[config.mk]
export PLATFORM = sky130hd
export DESIGN_NAME = time_set_controller
export DESIGN_NICKNAME = d
export VERILOG_FILES = /design/src/rtl/tsc_pkg.sv /design/src/rtl/tsc_field_step.sv /design/src/rtl/time_set_controller.sv
export SDC_FILE = /design/constraint.sdc
export NUM_CORES = 1
export LEC_CHECK = 0
export BUFFER_PORTS_ARGS = -buffer_cell sky130_fd_sc_hd__buf_2
export CAP_MARGIN = 0
export CORE_ASPECT_RATIO = 1.2
export CORE_MARGIN = 3
export CORE_UTILIZATION = 45
export CTS_CLUSTER_DIAMETER = 60
export CTS_CLUSTER_SIZE = 25
export DETAILED_ROUTE_END_ITERATION = 7
export PLACE_DENSITY = 0.76
export SLEW_MARGIN = 30
export SYNTH_ARGS = -nofsm -noshare
export SYNTH_HDL_FRONTEND = slang
export SYNTH_SLANG_ARGS = --single-unit
[constraint.sdc]
create_clock -name clk -period 4.8 [get_ports clk]
set_clock_uncertainty 0.15 [all_clocks]
set_input_delay 0.24 -clock clk [delete_from_list [all_inputs] [get_ports clk]]
set_output_delay 0.24 -clock clk [all_outputs]
set_load 0.01 [all_outputs]
[src/rtl/tsc_pkg.sv]
// tsc_pkg: shared types and constants for the time-set controller.
//   - tsc_state_e : controller state, encoded so it can be driven straight out
//                   as the 3-bit `field` indicator (0=RUN .. 7=COMMIT).
//   - *_W         : widths of the six calendar/time fields.
//   - *_MAX       : upper range limits, held at the common step width.
//   - days_in_month(year, month) : month length, with leap February on year[1:0]==0.
package tsc_pkg;

  localparam int YEAR_W  = 6;
  localparam int MONTH_W = 4;
  localparam int DAY_W   = 5;
  localparam int HOUR_W  = 5;
  localparam int MIN_W   = 6;
  localparam int SEC_W   = 6;

  // All fields are stepped through one shared incrementer this wide.
  localparam int STEP_W  = 6;

  localparam logic [STEP_W-1:0] YEAR_MAX   = 6'd63;
  localparam logic [STEP_W-1:0] MONTH_MAX  = 6'd12;
  localparam logic [STEP_W-1:0] HOUR_MAX   = 6'd23;
  localparam logic [STEP_W-1:0] MINSEC_MAX = 6'd59;

  typedef enum logic [2:0] {
    ST_RUN    = 3'd0,
    ST_YEAR   = 3'd1,
    ST_MONTH  = 3'd2,
    ST_DAY    = 3'd3,
    ST_HOUR   = 3'd4,
    ST_MINUTE = 3'd5,
    ST_SECOND = 3'd6,
    ST_COMMIT = 3'd7
  } tsc_state_e;

  // Out-of-range months (0, 13..15) report 31 so a captured bad month never
  // shrinks the day range below what the day field may already hold.
  function automatic logic [DAY_W-1:0] days_in_month(input logic [YEAR_W-1:0]  year,
                                                     input logic [MONTH_W-1:0] month);
    logic [DAY_W-1:0] dim;
    case (month)
      4'd4, 4'd6, 4'd9, 4'd11: dim = 5'd30;
      4'd2:                    dim = (year[1:0] == 2'b00) ? 5'd29 : 5'd28;
      default:                 dim = 5'd31;
    endcase
    return dim;
  endfunction

endpackage

[src/rtl/tsc_field_step.sv]
// tsc_field_step: one-step wrap increment (and, with TSC_DEC_EN, decrement)
// of a field value against a [min, max] range.
//   value_i : current field value
//   min_i   : field minimum
//   max_i   : field maximum
//   inc_i   : step up, max wraps to min
//   dec_i   : step down, min wraps to max (only when TSC_DEC_EN is defined)
//   next_o  : stepped value (equals value_i when no step is requested)
// A value that lies outside [min, max] is replaced by min on any step, so a
// bad captured value is repaired the first time the user touches the field.
module tsc_field_step #(
  parameter int W = 6
) (
  input  logic [W-1:0] value_i,
  input  logic [W-1:0] min_i,
  input  logic [W-1:0] max_i,
  input  logic         inc_i,
`ifdef TSC_DEC_EN
  input  logic         dec_i,
`endif
  output logic [W-1:0] next_o
);

  localparam logic [W-1:0] ONE = 1;

  logic outOfRange;
  logic doInc;
  logic doDec;

  assign outOfRange = (value_i < min_i) || (value_i > max_i);

  // Simultaneous inc and dec cancel each other out.
`ifdef TSC_DEC_EN
  assign doInc = inc_i && !dec_i;
  assign doDec = dec_i && !inc_i;
`else
  assign doInc = inc_i;
  assign doDec = 1'b0;
`endif

  always_comb begin
    next_o = value_i;
    if (doInc) begin
      if (outOfRange || (value_i == max_i)) next_o = min_i;
      else                                  next_o = value_i + ONE;
    end else if (doDec) begin
      if (outOfRange)             next_o = min_i;
      else if (value_i == min_i)  next_o = max_i;
      else                        next_o = value_i - ONE;
    end
  end

endmodule

[src/rtl/time_set_controller.sv]
// time_set_controller: run gating and six-field edit session for the
// calendar/time-of-day counter.
//   clk, reset            : clock, asynchronous active-high reset
//   start / stop          : set / clear the run enable (stop wins)
//   mode                  : enter edit, advance field, or commit
//   inc                   : increment selected field
//   dec                   : decrement selected field (only with TSC_DEC_EN)
//   cur_*                 : live counter time, captured on edit entry
//   run                   : counter count enable (run_en while in RUN)
//   load                  : one-cycle parallel-load strobe (COMMIT state)
//   set_*                 : shadow time, valid whenever load is high
//   field                 : current state, 0=RUN .. 7=COMMIT
//   editing               : high in YEAR through SECOND
// Build option: define TSC_DEC_EN to add the `dec` port and decrement editing.
module time_set_controller
  import tsc_pkg::*;
#(
  parameter int LEAP_MOD4 = 1
) (
  input  logic               clk,
  input  logic               reset,
  input  logic               start,
  input  logic               stop,
  input  logic               mode,
  input  logic               inc,
`ifdef TSC_DEC_EN
  input  logic               dec,
`endif
  input  logic [YEAR_W-1:0]  cur_year,
  input  logic [MONTH_W-1:0] cur_month,
  input  logic [DAY_W-1:0]   cur_day,
  input  logic [HOUR_W-1:0]  cur_hour,
  input  logic [MIN_W-1:0]   cur_minute,
  input  logic [SEC_W-1:0]   cur_second,
  output logic               run,
  output logic               load,
  output logic [YEAR_W-1:0]  set_year,
  output logic [MONTH_W-1:0] set_month,
  output logic [DAY_W-1:0]   set_day,
  output logic [HOUR_W-1:0]  set_hour,
  output logic [MIN_W-1:0]   set_minute,
  output logic [SEC_W-1:0]   set_second,
  output logic [2:0]         field,
  output logic               editing
);

  tsc_state_e         state_q, state_d;
  logic               run_en_q, run_en_d;
  logic [YEAR_W-1:0]  set_year_q, set_year_d;
  logic [MONTH_W-1:0] set_month_q, set_month_d;
  logic [DAY_W-1:0]   set_day_q, set_day_d;
  logic [HOUR_W-1:0]  set_hour_q, set_hour_d;
  logic [MIN_W-1:0]   set_minute_q, set_minute_d;
  logic [SEC_W-1:0]   set_second_q, set_second_d;

  logic [YEAR_W-1:0]  dimYear;
  logic [DAY_W-1:0]   dim;
  logic [STEP_W-1:0]  stepVal;
  logic [STEP_W-1:0]  stepMin;
  logic [STEP_W-1:0]  stepMax;
  logic [STEP_W-1:0]  stepNext;
  logic               stepGo;

  // With leap years disabled, forcing year[0] high makes every year look
  // non-leap to days_in_month, so February is always 28.
  assign dimYear = (LEAP_MOD4 != 0) ? set_year_q : (set_year_q | 6'd1);
  assign dim     = days_in_month(dimYear, set_month_q);

`ifdef TSC_DEC_EN
  assign stepGo = inc | dec;
`else
  assign stepGo = inc;
`endif

  // Present the selected shadow field and its range to the shared stepper.
  always_comb begin
    stepVal = set_year_q;
    stepMin = '0;
    stepMax = YEAR_MAX;
    case (state_q)
      ST_MONTH: begin
        stepVal = {2'b00, set_month_q};
        stepMin = 6'd1;
        stepMax = MONTH_MAX;
      end
      ST_DAY: begin
        stepVal = {1'b0, set_day_q};
        stepMin = 6'd1;
        stepMax = {1'b0, dim};
      end
      ST_HOUR: begin
        stepVal = {1'b0, set_hour_q};
        stepMax = HOUR_MAX;
      end
      ST_MINUTE: begin
        stepVal = set_minute_q;
        stepMax = MINSEC_MAX;
      end
      ST_SECOND: begin
        stepVal = set_second_q;
        stepMax = MINSEC_MAX;
      end
      default: ;
    endcase
  end

  tsc_field_step #(.W(STEP_W)) u_step (
    .value_i (stepVal),
    .min_i   (stepMin),
    .max_i   (stepMax),
    .inc_i   (inc),
`ifdef TSC_DEC_EN
    .dec_i   (dec),
`endif
    .next_o  (stepNext)
  );

  // Next-state logic. run_en tracks start/stop in every state; it only
  // reaches the `run` output once the FSM is back in RUN. mode outranks any
  // field step in the same cycle.
  always_comb begin
    state_d      = state_q;
    run_en_d     = run_en_q;
    set_year_d   = set_year_q;
    set_month_d  = set_month_q;
    set_day_d    = set_day_q;
    set_hour_d   = set_hour_q;
    set_minute_d = set_minute_q;
    set_second_d = set_second_q;

    if (stop)       run_en_d = 1'b0;
    else if (start) run_en_d = 1'b1;

    case (state_q)
      ST_RUN: begin
        if (mode) begin
          state_d      = ST_YEAR;
          set_year_d   = cur_year;
          set_month_d  = cur_month;
          set_day_d    = cur_day;
          set_hour_d   = cur_hour;
          set_minute_d = cur_minute;
          set_second_d = cur_second;
        end
      end
      ST_YEAR: begin
        if (mode)        state_d    = ST_MONTH;
        else if (stepGo) set_year_d = stepNext;
      end
      ST_MONTH: begin
        if (mode) begin
          state_d = ST_DAY;
          // The chosen month may be shorter than the captured day.
          if (set_day_q > dim) set_day_d = dim;
        end else if (stepGo) begin
          set_month_d = stepNext[MONTH_W-1:0];
        end
      end
      ST_DAY: begin
        if (mode)        state_d   = ST_HOUR;
        else if (stepGo) set_day_d = stepNext[DAY_W-1:0];
      end
      ST_HOUR: begin
        if (mode)        state_d    = ST_MINUTE;
        else if (stepGo) set_hour_d = stepNext[HOUR_W-1:0];
      end
      ST_MINUTE: begin
        if (mode)        state_d      = ST_SECOND;
        else if (stepGo) set_minute_d = stepNext;
      end
      ST_SECOND: begin
        if (mode)        state_d      = ST_COMMIT;
        else if (stepGo) set_second_d = stepNext;
      end
      ST_COMMIT: state_d = ST_RUN;
      default:   state_d = ST_RUN;
    endcase
  end

  // State and shadow registers; reset abandons any session without a load.
  always_ff @(posedge clk or posedge reset) begin
    if (reset) begin
      state_q      <= ST_RUN;
      run_en_q     <= 1'b0;
      set_year_q   <= '0;
      set_month_q  <= 4'd1;
      set_day_q    <= 5'd1;
      set_hour_q   <= '0;
      set_minute_q <= '0;
      set_second_q <= '0;
    end else begin
      state_q      <= state_d;
      run_en_q     <= run_en_d;
      set_year_q   <= set_year_d;
      set_month_q  <= set_month_d;
      set_day_q    <= set_day_d;
      set_hour_q   <= set_hour_d;
      set_minute_q <= set_minute_d;
      set_second_q <= set_second_d;
    end
  end

  assign run        = run_en_q && (state_q == ST_RUN);
  assign load       = (state_q == ST_COMMIT);
  assign field      = state_q;
  assign editing    = (state_q != ST_RUN) && (state_q != ST_COMMIT);
  assign set_year   = set_year_q;
  assign set_month  = set_month_q;
  assign set_day    = set_day_q;
  assign set_hour   = set_hour_q;
  assign set_minute = set_minute_q;
  assign set_second = set_second_q;

endmodule

[Yosys cells after proc, flatten, opt, wreduce, memory -nomap -nowiden]
Cells that the tools add are included.
Cells by class
  shifts and indexed selects: 0
  equal/unequal tests: 34
  divide/modulo/power cells: 0
  reduce and logical (&&, ||, !) cells: 24
  bitwise operators: 0
  multipliers: 0
  mux-type cells: 36
  magnitude comparators: 3
  add/subtract/negate cells: 1
Operators with widths (count)
  != test 2 bit (second input constant): 20
  2-to-1 mux 6 bit: 6
  case mux 6 bit (2 select lines): 3
  2-to-1 mux 5 bit: 6
  case mux 6 bit (5 select lines): 1
  case mux 3 bit (8 select lines): 1
  case mux 6 bit (4 select lines): 1
  2-to-1 mux 3 bit: 7
  AND reduction 4 bit: 5
  case mux 5 bit (3 select lines): 1
  == test 3 bit (second input constant): 4
  2-to-1 mux 4 bit: 3
  nonzero test 2 bit: 6
  case mux 5 bit (2 select lines): 1
  == test 4 x 3 -> 1 bit (second input constant): 2
  == test 4 bit (second input constant): 2
  case mux 4 bit (2 select lines): 1
  AND reduction 7 bit: 1
  adder 6 x 1 -> 6 bit (second input constant): 1
  == test 3 x 2 -> 1 bit (second input constant): 2
  == test 6 bit: 1
  > comparator 6 bit: 1
  less-than comparator 6 x 1 -> 1 bit: 1
  AND reduction 6 bit: 1
  other kinds (13): 20
Storage, ports and cells
  bits in writable memories: 0
  memory bits (read-only): 0
  logic and storage cells: 106
  memories kept: 0
  input bits: 38
  register bits after elaboration: 36
  latch bits: 0
  output and inout port bits: 38

[Depth between registers and ports, before layout]
Gate-level depths: netlist of run 1.
  depth in word-level cells: 11
  mapped depth: 15
  mapped depth without buffers: 14

[Cells and area by module]
Synthesis of run 1 repeated with hierarchy kept, for this count alone.
Unflattened totals
  cells, all modules: 343
  area total of the unflattened synthesis: 2889.0 um^2
By module, submodules not included
  time_set_controller: times used 1, area each 2367.3 um^2, cells an instance 272
  tsc_field_step: times used 1, area each 521.8 um^2, cells an instance 71

[Worst setup path before layout of run 1]
Ideal clock, no wire load.
  kind: register to register
  from: reg state_q[1], in the netlist field[1]
  to: reg set_year_q[3], in the netlist set_year[3]
  buffers on the path: 3
  required time: 4.511 ns
  clock period less this slack: 3.317 ns
  arrival time: 3.028 ns
  path slack: 1.483 ns
  cell stages (with the launch flop): 14
  cell sequence: dfrtp_1 buf_6 buf_4 buf_2 mux4_2 nand2_1 o21ai_0 ha_1 nand3_1 o31ai_1 a21oi_1 o21a_1 nand2_2 o221ai_1
On the way
  longest elaborated chain between the ends: 10
  elaborated cells on any way between the ends: 27
RTL lines
  from (decl): line time_set_controller.sv:47  | tsc_state_e state_q, state_d;
  from (signal assigned): line time_set_controller.sv:192  | state_q <= state_d;
  == test 3 bit / == test 3 x 2 -> 1 bit (equally long branches): line time_set_controller.sv:80  | case (state_q)
  OR reduction 2 bit (no source line)
  case mux 6 bit (4 select lines) / 2-to-1 mux 1 bit (equally long branches): line time_set_controller.sv:80
  > comparator 6 bit / less-than comparator 6 x 1 -> 1 bit (equally long branches): line tsc_field_step.sv:30  | assign outOfRange = (value_i < min_i) || (value_i > max_i);
  logical OR 1 bit: line tsc_field_step.sv:30
  logical OR 1 bit: line tsc_field_step.sv:44  | if (outOfRange || (value_i == max_i)) next_o = min_i;
  2-to-1 mux 6 bit: line tsc_field_step.sv:44
  2-to-1 mux 6 bit: line time_set_controller.sv:148  | else if (stepGo) set_year_d = stepNext;
  2-to-1 mux 6 bit
  case mux 6 bit (2 select lines): line time_set_controller.sv:134  | case (state_q)
  to (signal assigned): line time_set_controller.sv:194  | set_year_q <= set_year_d;
  to (decl): line time_set_controller.sv:49  | logic [YEAR_W-1:0] set_year_q, set_year_d;
Several ways; a longest one is shown, not always the timed one. The select of a mux whose other input is x is not followed.
A chain may end at the register's enable or synchronous reset.

[Worst setup path after layout of run 1]
  from: reg state_q[2], in the netlist field[2]
  to: reg set_minute_q[4], in the netlist set_minute[4]
On the way
  longest elaborated chain between the ends: 10
  elaborated cells on any way between the ends: 26
RTL lines
  == test 3 bit, or another cell as far along: line time_set_controller.sv:80
  OR reduction 2 bit (no source line)
  case mux 6 bit (4 select lines) / 2-to-1 mux 1 bit (equally long branches): line time_set_controller.sv:80
  > comparator 6 bit / less-than comparator 6 x 1 -> 1 bit (equally long branches): line tsc_field_step.sv:30
  logical OR 1 bit: line tsc_field_step.sv:30
  logical OR 1 bit: line tsc_field_step.sv:44
  2-to-1 mux 6 bit: line tsc_field_step.sv:44
  2-to-1 mux 6 bit: line time_set_controller.sv:169  | else if (stepGo) set_minute_d = stepNext;
  2-to-1 mux 6 bit: line time_set_controller.sv:168  | if (mode) state_d = ST_SECOND;
  case mux 6 bit (2 select lines): line time_set_controller.sv:134
  to (signal assigned): line time_set_controller.sv:198  | set_minute_q <= set_minute_d;
  to (decl): line time_set_controller.sv:53  | logic [MIN_W-1:0] set_minute_q, set_minute_d;
Several ways; a longest one is shown, not always the timed one. The select of a mux whose other input is x is not followed.

==> summary.txt, run 1 <==
PD cells = 788.2 nW/um2
Seq/Total Area, Yosys = 34.28%
RSZ-0062 raised after global routing = false
number of global-route vias before repair = 2534
GPL Wtd Cong = 0.9408
slew margin rel. = 50.23%
total power = 0.002512 W
core region area = 5479 um2
slack of the worst reg-to-reg path = 950 ps
syn nets = 358
detailed-router iteration count before antenna repair = 5
flip-flop and latch area = 903.4 um2
first-pass GRT wire length = 12520 um
die area = 6814 um2
Final Cycle Share = 80.18%
initial antenna violation count = 0
achievable frequency = 259.8 MHz
post-route ant nets = 0
DRT iter0 DRCs = 192
CTS Buffer Depth = 2
I/O pin total = 76
layout cells sized above 1 = 28.87%
Chip Height = 89.83 um
Post-Syn Area = 2635 um2
Arr. time, crit path = 3910 ps
Final Hold Fails = 0
largest net degree at the start of global routing = 37
Worst-Margin Slew = 746.5 ps
root buf cell = clkbuf_8
dpl hpwl = 6177 um
dpl ws = 1015 ps
CTS tree = done
EDFF count, synth = 0
Total Neg Setup Slack = 0 ps
WL final = 8107 um
top_reg_cell synth = dfrtp_1
static leakage = 1.495 nW
CTS clk-pin slew, worst paths = 70 ps
multi-input logic area = 1564 um2
global route total overflow = 0
Synth cell types = 66
VDD IR max = 0.0003358 V
DR vias = 2714
PortBufs = 75
CP Class = flop to flop
detailed-route vias per instance = 5.837
Cells after Synth = 312
Resize count post-CTS = 0
yosys warns = 0
syn_area_per_cell = 8.446 um2
row cnt = 29
CTS Buf Count = 5
status = finished clean
Worst Hold Class = input port to flop
ys async rst share = 100.0%
#FFs+latches synth = 36
insertion delay of the later-clocked pin in the worst-skew pair = 290 ps
Final nets = 433
Final Slew Violations = 0
maximum fanout along the worst path = 26
Setup Viol. Count Final = 0
H-tree Lvls = 2
ANT cells = 0
max-cap violation count = 0
routed length per instance = 17.43 um
DRC viols = 0
Min Clock Period, post-route = 3849 ps
Req. time, crit path = 4860 ps
total of fill cells in the finished design = 534
CTS Sinks = 36
DIE WIDTH = 75.86 um
crit path capture type = flop
setup ws final = 951.2 ps
Setup crit start kind = flop
initial core utilization = 48.09%
hold slack = 10.43 ps
area delta synth->final = 20.94%
gr usage total = 23.78%
synth_stat cells, types with 2 or more instances:
cell type,instances,area [um2]
a31oi_1,7,43.79
clkbuf_1,5,18.77
or3_1,4,25.02
nor2b_1,6,37.54
o21ai_1,7,35.03
nor2_1,26,97.59
a22o_1,2,17.52
dfstp_2,2,52.55
nor4_1,2,12.51
and3_1,3,18.77
a211oi_1,3,22.52
buf_6,5,56.30
o31ai_1,5,37.54
a21oi_1,26,130.1
nand2_2,3,18.77
ha_1,8,100.1
a22oi_1,2,15.01
o221ai_1,8,70.07
a21o_1,3,22.52
o311ai_1,2,17.52
buf_2,3,15.01
dfrtp_1,34,850.8
nand3_1,16,80.08
nand2b_1,7,43.79
nand4_1,2,12.51
and2_1,2,12.51
buf_1,2,7.510
nand2_1,31,116.4
o21a_1,6,45.04
o21bai_1,2,15.01
mux2i_1,6,60.06
inv_1,17,63.81
xor2_1,2,17.52
o21ai_0,16,80.08
nor3_1,6,30.03
cells in the final DEF, fill, tap and decap left out, types with 3 or more instances in the layout:
master     n
a211oi_1   3
a21o_1     3
a21oi_1   26
a31oi_1    7
and3_1     3
buf_2     75
buf_4      7
clkbuf_8   5
dfrtp_1   34
ha_1       8
inv_1     17
mux2i_1    6
nand2_1   31
nand2_2    3
nand2b_1   7
nand3_1   16
nor2_1    26
nor2b_1    6
nor3_1     5
o21a_1     6
o21ai_0   16
o21ai_1    7
o221ai_1   8
o31ai_1    5
or3_1      4
per-layer routing:
metal,vias to the layer above,track usage [%],part of all wire (%)
li1,1294,-,-
met4,0,10.64,3.4
met3,26,5.804,8.3
met5,-,0,0
met1,1279,31.59,42
met2,115,35.79,46
final cells by class:
type / instances / share of cell area, %
timing repair buffer: 84 / 14.06
clock buffer: 6 / 2.277
clock inverter: 2 / 1.099
inverter: 18 / 2.120
tap: 77 / 3.023
multi-input combinational: 242 / 49.08
sequential: 36 / 28.35
worst paths after layout:
path | start | end | depth (start not counted)
worst max-delay path | field[2]$_DFFE_PP0P_ | set_minute[4]$_DFFE_PP0P_ | 14
worst min-delay path | start | run_en_q$_DFFE_PP0P_ | 3
worst max register to register | field[2]$_DFFE_PP0P_ | set_minute[4]$_DFFE_PP0P_ | 14
worst min register to register | run_en_q$_DFFE_PP0P_ | run_en_q$_DFFE_PP0P_ | 2
max in group asynchronous | reset | set_day[0]$_DFFE_PP1P_ | 4
min in group asynchronous | reset | run_en_q$_DFFE_PP0P_ | 4
worst max-delay path, cell delays in order (launching register included):
cell	delay, ps
dfrtp_1	830
buf_4	300
nand2_2	140
inv_1	170
and2_1	190
o22a_2	210
inv_2	70
ha_1	280
nand2b_1	140
a21oi_1	190
a21oi_1	120
a21oi_1	270
o21a_1	270
nand3_2	200
o21ai_0	220
power by group:
group          switching, W  total [W]  internal [W]
Clock              0.000114   0.000268      0.000154
Combinational      0.000996    0.00160      0.000601
Sequential         0.000196   0.000647      0.000451
Total               0.00131    0.00251       0.00121
flip-flops by register name, indices dropped and copies added (netlist names):
| name | flops |
|---|---|
| set_minute | 6 |
| set_second | 6 |
| set_year | 6 |
| set_day | 5 |
| set_hour | 5 |
| set_month | 4 |
| field | 3 |
| run_en_q | 1 |
what timing repair did:
item / in CTS / in global routing
endpoints found under the hold margin: 35 / 0
buffers inserted: 0 / 0
hold buffers: 2 / 0
per-stage QoR:
stage	area (um2)	util, %	instances
floorplan	2635	-	312
global placement	3054	55.74	455
detailed placement	3054	55.74	455
CTS	3182	58.07	465
global route	3187	58.16	465
finish	3187	58.16	465
cell families after synthesis:
kind of cell / count (synthesis) / synth area share, %
simple gates: 124 / 24.83
compound gates: 101 / 26.73
xor+xnor: 2 / 0.6649
mux: 7 / 3.134
flops: 36 / 34.28
buf+inv: 34 / 6.552
fa+ha+maj: 8 / 3.799
Power figures use the tool's default switching activity.
==> run 2: changes to the inputs <==
PLACE_DENSITY = 0.79   (was 0.76)
clock period = 3.09 ns   (was 4.8 ns; I/O delays follow)
==> summary.txt, run 2 (synthesis gave the netlist of run 1 again) <==
status = finished clean
slack of the worst reg-to-reg path = 70 ps (-880 ps)
global route total overflow = 0 (unchanged)
Final Cycle Share = 97.77% (+18 points)
CP max stage cell = dfrtp_2
commonest non-fill, non-tap cell in the layout = buf_2
first-pass GRT wire length = 14230 um (+14%)
GPL Wtd Cong = 0.9619 (+2.2%)
most frequent CP cell = a21oi_4
CP Class = flop to flop
final design utilization = 70.40% (+12 points)
Int Pwr = 0.002460 W (+100%)
achievable frequency = 331.0 MHz (+27%)
CTS tree = done
DRT iter0 DRCs = 332 (+73%)
slew margin rel. = 50.21% (about the same)
row cnt = 29 (unchanged)
Setup Viol. Count Final = 0 (unchanged)
Setup crit start kind = flop
static leakage = 1.812 nW (+21%)
DIE WIDTH = 75.86 um (unchanged)
largest net degree at the start of global routing = 30 (-19%)
routed length per instance = 18.52 um (+6.2%)
VDD IR max = 0.0006702 V (+100%)
die area = 6814 um2 (unchanged)
CP cell instances = buf_6 -> clkbuf_16 -> nand2b_4 -> a21oi_4 -> a2111oi_4 -> nor2_1 -> ha_1 -> a21oi_4 -> buf_6 -> o31ai_4 -> a21oi_4 -> nand2_2 -> buf_4 -> buf_4 -> nor2_1 -> o21ai_0
total power = 0.004889 W (+95%)
power share of the combinational group = 72.7% (+9.1 points)
area delta synth->final = 46.39%
Final Slew Violations = 0 (unchanged)
Clock power frac = 7.7% (-3.0 points)
ANT cells = 0 (unchanged)
insertion delay of the later-clocked pin in the worst-skew pair = 310 ps (+20 ps)
Req. time, crit path = 3180 ps (-1680 ps)
maximum fanout along the worst path = 7 (-73%)
DR vias = 3040 (+12%)
Reg power frac = 19.7% (-6.1 points)
most frequent cells in the layout = buf_2, buf_4, dfrtp_1
initial core utilization = 48.09% (unchanged)
core region area = 5479 um2 (unchanged)
Arr. time, crit path = 3110 ps (-800 ps)
Min Clock Period, post-route = 3021 ps (-827.9 ps)
WL final = 9665 um (+19%)
RSZ-0062 raised after global routing = true
H-tree Lvls = 2 (unchanged)
sw power = 0.002429 W (+86%)
CTS Sinks = 36 (unchanged)
crit path capture type = flop
gr usage total = 27.45% (+3.7 points)
Crit path buffers/inverters = 5 (+2)
Chip Height = 89.83 um (unchanged)
layout cells sized above 1 = 40.22% (+11 points)
I/O pin total = 76 (unchanged)
PD cells = 1267 nW/um2 (+61%)
initial antenna violation count = 0 (unchanged)
Net Sw Frac = 49.68% (-2.3 points)
Worst-Margin Slew = 746.0 ps (-0.5193 ps)
detailed-router iteration count before antenna repair = 5 (unchanged)
Crit path largest cell delay = 450 ps (-380 ps)
CTS Buffer Depth = 2 (unchanged)
CTS clk-pin slew, worst paths = 90 ps (+20 ps)
root buf cell = clkbuf_8
DRC viols = 0 (unchanged)
gate family responsible for the most delay along the worst path = compound AO/OA/AOI/OAI gates
dpl hpwl = 6846 um (+11%)
Total Neg Setup Slack = 0 ps (unchanged)
PortBufs = 75 (unchanged)
number of global-route vias before repair = 2795 (+10%)
Final Hold Fails = 0 (unchanged)
max-cap violation count = 0 (unchanged)
Worst Hold Class = input port to flop
detailed-route vias per instance = 5.824 (-0.22%)
Final nets = 490 (+13%)
post-route ant nets = 0 (unchanged)
CTS Buf Count = 5 (unchanged)
run 2: worst reg2reg max path, stage by stage, from the launching register on:
cell and delay [ps]:
dfrtp_2 450, buf_6 130, clkbuf_16 130, nand2b_4 130, a21oi_4 60, a2111oi_4 370
nor2_1 100, ha_1 330, a21oi_4 160, buf_6 120, o31ai_4 80, a21oi_4 210
nand2_2 110, buf_4 140, buf_4 120, nor2_1 80, o21ai_0 90
run 2: timing repair:
action | in CTS | in global routing
endpoints found under the setup margin | 31 | 32
buffers inserted | 3 | 8
hold buffers | 14 | 0
gates cloned | 0 | 2
endpoints found under the hold margin | 26 | 0
pin swaps | 2 | 18
gates resized for setup | 4 | 28
run 2: worst paths after layout:
path                                      startpoint                   endpoint  depth (start not counted)
max in group asynchronous                      reset       field[1]$_DFFE_PP0P_                          4
max                             field[0]$_DFFE_PP0P_   set_month[0]$_DFFE_PP1P_                         16
min reg2reg                set_minute[2]$_DFFE_PP0P_  set_minute[2]$_DFFE_PP0P_                          2
max reg2reg                     field[0]$_DFFE_PP0P_   set_month[0]$_DFFE_PP1P_                         16
min                                     cur_month[0]   set_month[0]$_DFFE_PP1P_                          3
min in group asynchronous                      reset     set_day[1]$_DFFE_PP0P_                          3
run 2: cell type report:
| class | instances | area (um2) |
|---|---|---|
| multi-input cells | 242 | 1718 |
| flip-flops and latches | 36 | 905.9 |
| repair buffers | 141 | 977.2 |
| clock buffers | 5 | 68.82 |
| clock inverters | 3 | 23.77 |
| well taps | 77 | 96.34 |
| fillers | 441 | 1622 |
| inverters | 18 | 67.56 |
run 2: power groups by stage:
stage | combinational [W] | clock (W) | sequential (W)
after floorplan | 0.00170 | 0 | 0.000988
after global placement | 0.00289 | 0 | 0.000939
after detailed placement | 0.00293 | 0 | 0.000954
after CTS | 0.00303 | 0.000373 | 0.000938
after global routing | 0.00382 | 0.000390 | 0.000985
final | 0.00355 | 0.000376 | 0.000961
run 2: per-layer routing:
metal	GRT usage (%)	up-vias	part of all wire, %
li1	-	1402	-
met1	38.08	1440	42
met2	42.14	178	48
met3	3.906	20	7.6
met4	10.79	0	2.6
met5	0	-	0
run 2: through the flow:
step	hold slack, ps	std cells	setup slack, ps	instance area [um2]
5_1_grt	16.89	522	-64.70	3857
3_3_place_gp	155.2	487	-24.30	3344
2_1_floorplan	70.91	312	2.069	2663
4_1_cts	2.453	512	1.725	3606
6_report	0.9476	522	69.04	3857
3_5_place_dp	168.1	487	-163.0	3344
==> run 3: changes to the inputs <==
ABC_AREA = 1   (was unset)
PLACE_DENSITY = 0.78   (was 0.79)
==> summary.txt, run 3 <==
ANT cells = 0 (unchanged)
row cnt = 30 (+3.4%)
detailed-router iteration count before antenna repair = 5 (unchanged)
gr usage total = 25.46% (-2.0 points)
die area = 7146 um2 (+4.9%)
Min Clock Period, post-route = 2984 ps (-36.67 ps)
hold path depth = 3 (unchanged)
CP cell instances = nand2_4 -> nand2_4 -> nand2_4 -> nor2_4 -> nor2_1 -> nand2_1 -> nand2_1 -> ha_1 -> inv_1 -> nand2_1 -> a21o_1 -> o21a_1 -> nand2_1 -> nand2_1 -> nand2_1 -> nand2_2 -> nand2_4 -> nand2_4 -> nor2_4 -> o21bai_1 -> nand2_1
most frequent cells in the layout = nand2_1, buf_2, nor2_1
Crit path buffers/inverters = 1 (-4)
Critical Path Sink = set_hour[1]$_DFFE_PP0P_
Total Neg Setup Slack = 0 ps (unchanged)
syn_area_per_cell = 6.917 um2 (-18%)
Worst Hold Class = input port to flop
slew margin rel. = 65.76% (+16 points)
FF-to-FF Start = field[1]$_DFFE_PP0P_
WL final = 9091 um (-5.9%)
syn nets = 447 (+25%)
RSZ-0062 raised after global routing = true
PortBufs = 75 (unchanged)
H-tree Lvls = 2 (unchanged)
DR vias = 3084 (+1.4%)
Setup Viol. Count Final = 0 (unchanged)
ys async rst share = 100.0% (unchanged)
Post-synth top cells = nand2_1, nor2_1, inv_1, dfrtp_1, o21ai_0
Synth top area share = 30.67% (-1.6 points)
most frequent CP cell = nand2_1
Crit path largest cell delay = 550 ps (+100 ps)
Arr. time, crit path = 3080 ps (-30 ps)
Worst-Margin Slew = 513.6 ps (-232.4 ps)
Final nets = 560 (+14%)
crit path capture type = flop
CP max stage cell = dfrtp_2
Worst R2R End = set_hour[1]$_DFFE_PP0P_
slack of the worst reg-to-reg path = 110 ps (+40 ps)
I/O pin total = 76 (unchanged)
Post-Syn Area = 2774 um2 (+5.3%)
DRC viols = 0 (unchanged)
number of global-route vias before repair = 2975 (+6.4%)
GPL Wtd Cong = 0.9500 (-1.2%)
Req. time, crit path = 3180 ps (about the same)
VDD IR max = 0.0006034 V (-10%)
Cells after Synth = 401 (+29%)
Final Cycle Share = 96.58% (-1.2 points)
placed cells = 572 (+17%)
Seq/Total Area, Yosys = 32.57% (-1.7 points)
reg2reg path depth = 21 (+5)
Synth cell types = 35 (-47%)
#FFs+latches synth = 36 (unchanged)
maximum fanout along the worst path = 8 (+1)
DRT iter0 DRCs = 224 (-33%)
routed length per instance = 15.28 um (-17%)
achievable frequency = 335.1 MHz (+1.2%)
gate family responsible for the most delay along the worst path = simple AND/OR/NAND/NOR gates
cell taking the most area after synthesis = dfrtp_1
Final Hold Fails = 0 (unchanged)
area delta synth->final = 33.24%
first-pass GRT wire length = 14390 um (+1.1%)
top-count cell post-synth = nand2_1
dpl hpwl = 6802 um (-0.65%)
EDFF count, synth = 0 (unchanged)
CTS tree = done
hold slack = 2.066 ps (+1.118 ps)
PD cells = 1400 nW/um2 (+10%)
initial antenna violation count = 0 (unchanged)
CP startpoint = field[1]$_DFFE_PP0P_
insertion delay of the later-clocked pin in the worst-skew pair = 300 ps (about the same)
core region area = 5818 um2 (+6.2%)
Setup crit start kind = flop
CTS Buf Count = 5 (unchanged)
CTS Buffer Depth = 2 (unchanged)
CP Class = flop to flop
status = finished clean
CTS Sinks = 36 (unchanged)
top_reg_cell synth = dfrtp_1
root buf cell = clkbuf_8
largest net degree at the start of global routing = 37 (+23%)
initial core utilization = 47.68% (-0.42 points)
Synth area leaders = dfrtp_1, nand2_1, nor2_1
static leakage = 2.032 nW (+12%)
max-cap violation count = 0 (unchanged)
DIE WIDTH = 77.67 um (+2.4%)
Final Slew Violations = 0 (unchanged)
global route total overflow = 0 (unchanged)
detailed-route vias per instance = 5.183 (-11%)
dpl cell area = 3376 um2 (+0.94%)
CTS clk-pin slew, worst paths = 80 ps (about the same)
CP Depth = 21 (+5)
layout cells sized above 1 = 33.59% (-6.6 points)
commonest non-fill, non-tap cell in the layout = nand2_1
design area = 3696 um2 (-4.2%)
post-route ant nets = 0 (unchanged)
yosys warns = 0 (unchanged)
Chip Height = 92.01 um (+2.4%)
count of non-filler cells in the finished layout = 595 (+14%)
run 3: layout make-up:
type                    count  area, um2
inverters                  43      168.9
well taps                  80      100.1
clock inverters             3      42.54
repair buffers            116      690.7
flip-flops and latches     36      907.1
fillers                   569       2122
multi-input cells         312       1718
clock buffers               5      68.82
run 3: worst min path at each step:
stage	start	to	slack, ps
after floorplan	stop	run_en_q$_DFFE_PP0P_	70
after global placement	reset	set_second[3]$_DFFE_PP0P_	140
after detailed placement	reset	set_minute[0]$_DFFE_PP0P_	150
after CTS	cur_day[1]	set_day[1]$_DFFE_PP0P_	2
after global routing	cur_minute[3]	set_minute[3]$_DFFE_PP0P_	5
final	cur_day[1]	set_day[1]$_DFFE_PP0P_	2
run 3: cell families (layout without fill, tap and decap cells):
family	after synthesis	in the layout	share of synthesized area [%]
buffers and inverters	53	167	8.480
adders and majority gates	8	8	3.609
xor gates and xnor gates	3	3	0.9474
DFF	36	36	32.57
and+or+nand+nor	242	242	40.78
AOI/OAI and AO/OA	59	59	13.62
run 3: worst register-to-register path, cell delays in order (launching register included):
cell and delay [ps]:
dfrtp_2 550, nand2_4 130, nand2_4 100, nand2_4 60, nor2_4 160, nor2_1 70, nand2_1 60, nand2_1 60
ha_1 280, inv_1 60, nand2_1 50, a21o_1 160, o21a_1 160, nand2_1 60, nand2_1 40, nand2_1 60
nand2_2 70, nand2_4 150, nand2_4 100, nor2_4 230, o21bai_1 100, nand2_1 60
run 3: report_power, final:
group	switching (W)	leakage [nW]	internal, W	total [W]
combinational	0.00230	1.54	0.00143	0.00372
clock	0.000197	0.0541	0.000239	0.000436
sequential	0.000293	0.436	0.000720	0.00101
total	0.00279	2.03	0.00239	0.00517
run 3: routing by layer:
layer | GRT usage (%) | wire length [um] | vias to the layer above
li1 | - | - | 1505
met1 | 32.41 | 3894 | 1451
met2 | 43.79 | 4497 | 113
met3 | 3.536 | 476 | 15
met4 | 8.754 | 223 | 0
met5 | 0 | 0 | -
run 3: what timing repair did:
item | CTS | global route
hold buffers | 3 | 0
endpoints found under the hold margin | 35 | 0
setup buffers | 0 | 12
setup endpoints to repair | 16 | 32
pin swaps | 0 | 12
gates resized for setup | 2 | 21
run 3: through the flow:
stage	util (%)	setup slack [ps]	total power [W]
2_1_floorplan	-	304.8	0.003211
3_3_place_gp	58.02	10.25	0.004343
3_5_place_dp	58.02	-21.75	0.004404
4_1_cts	60.49	53.11	0.004858
5_1_grt	63.53	-65.88	0.005602
6_report	63.53	105.7	0.005173
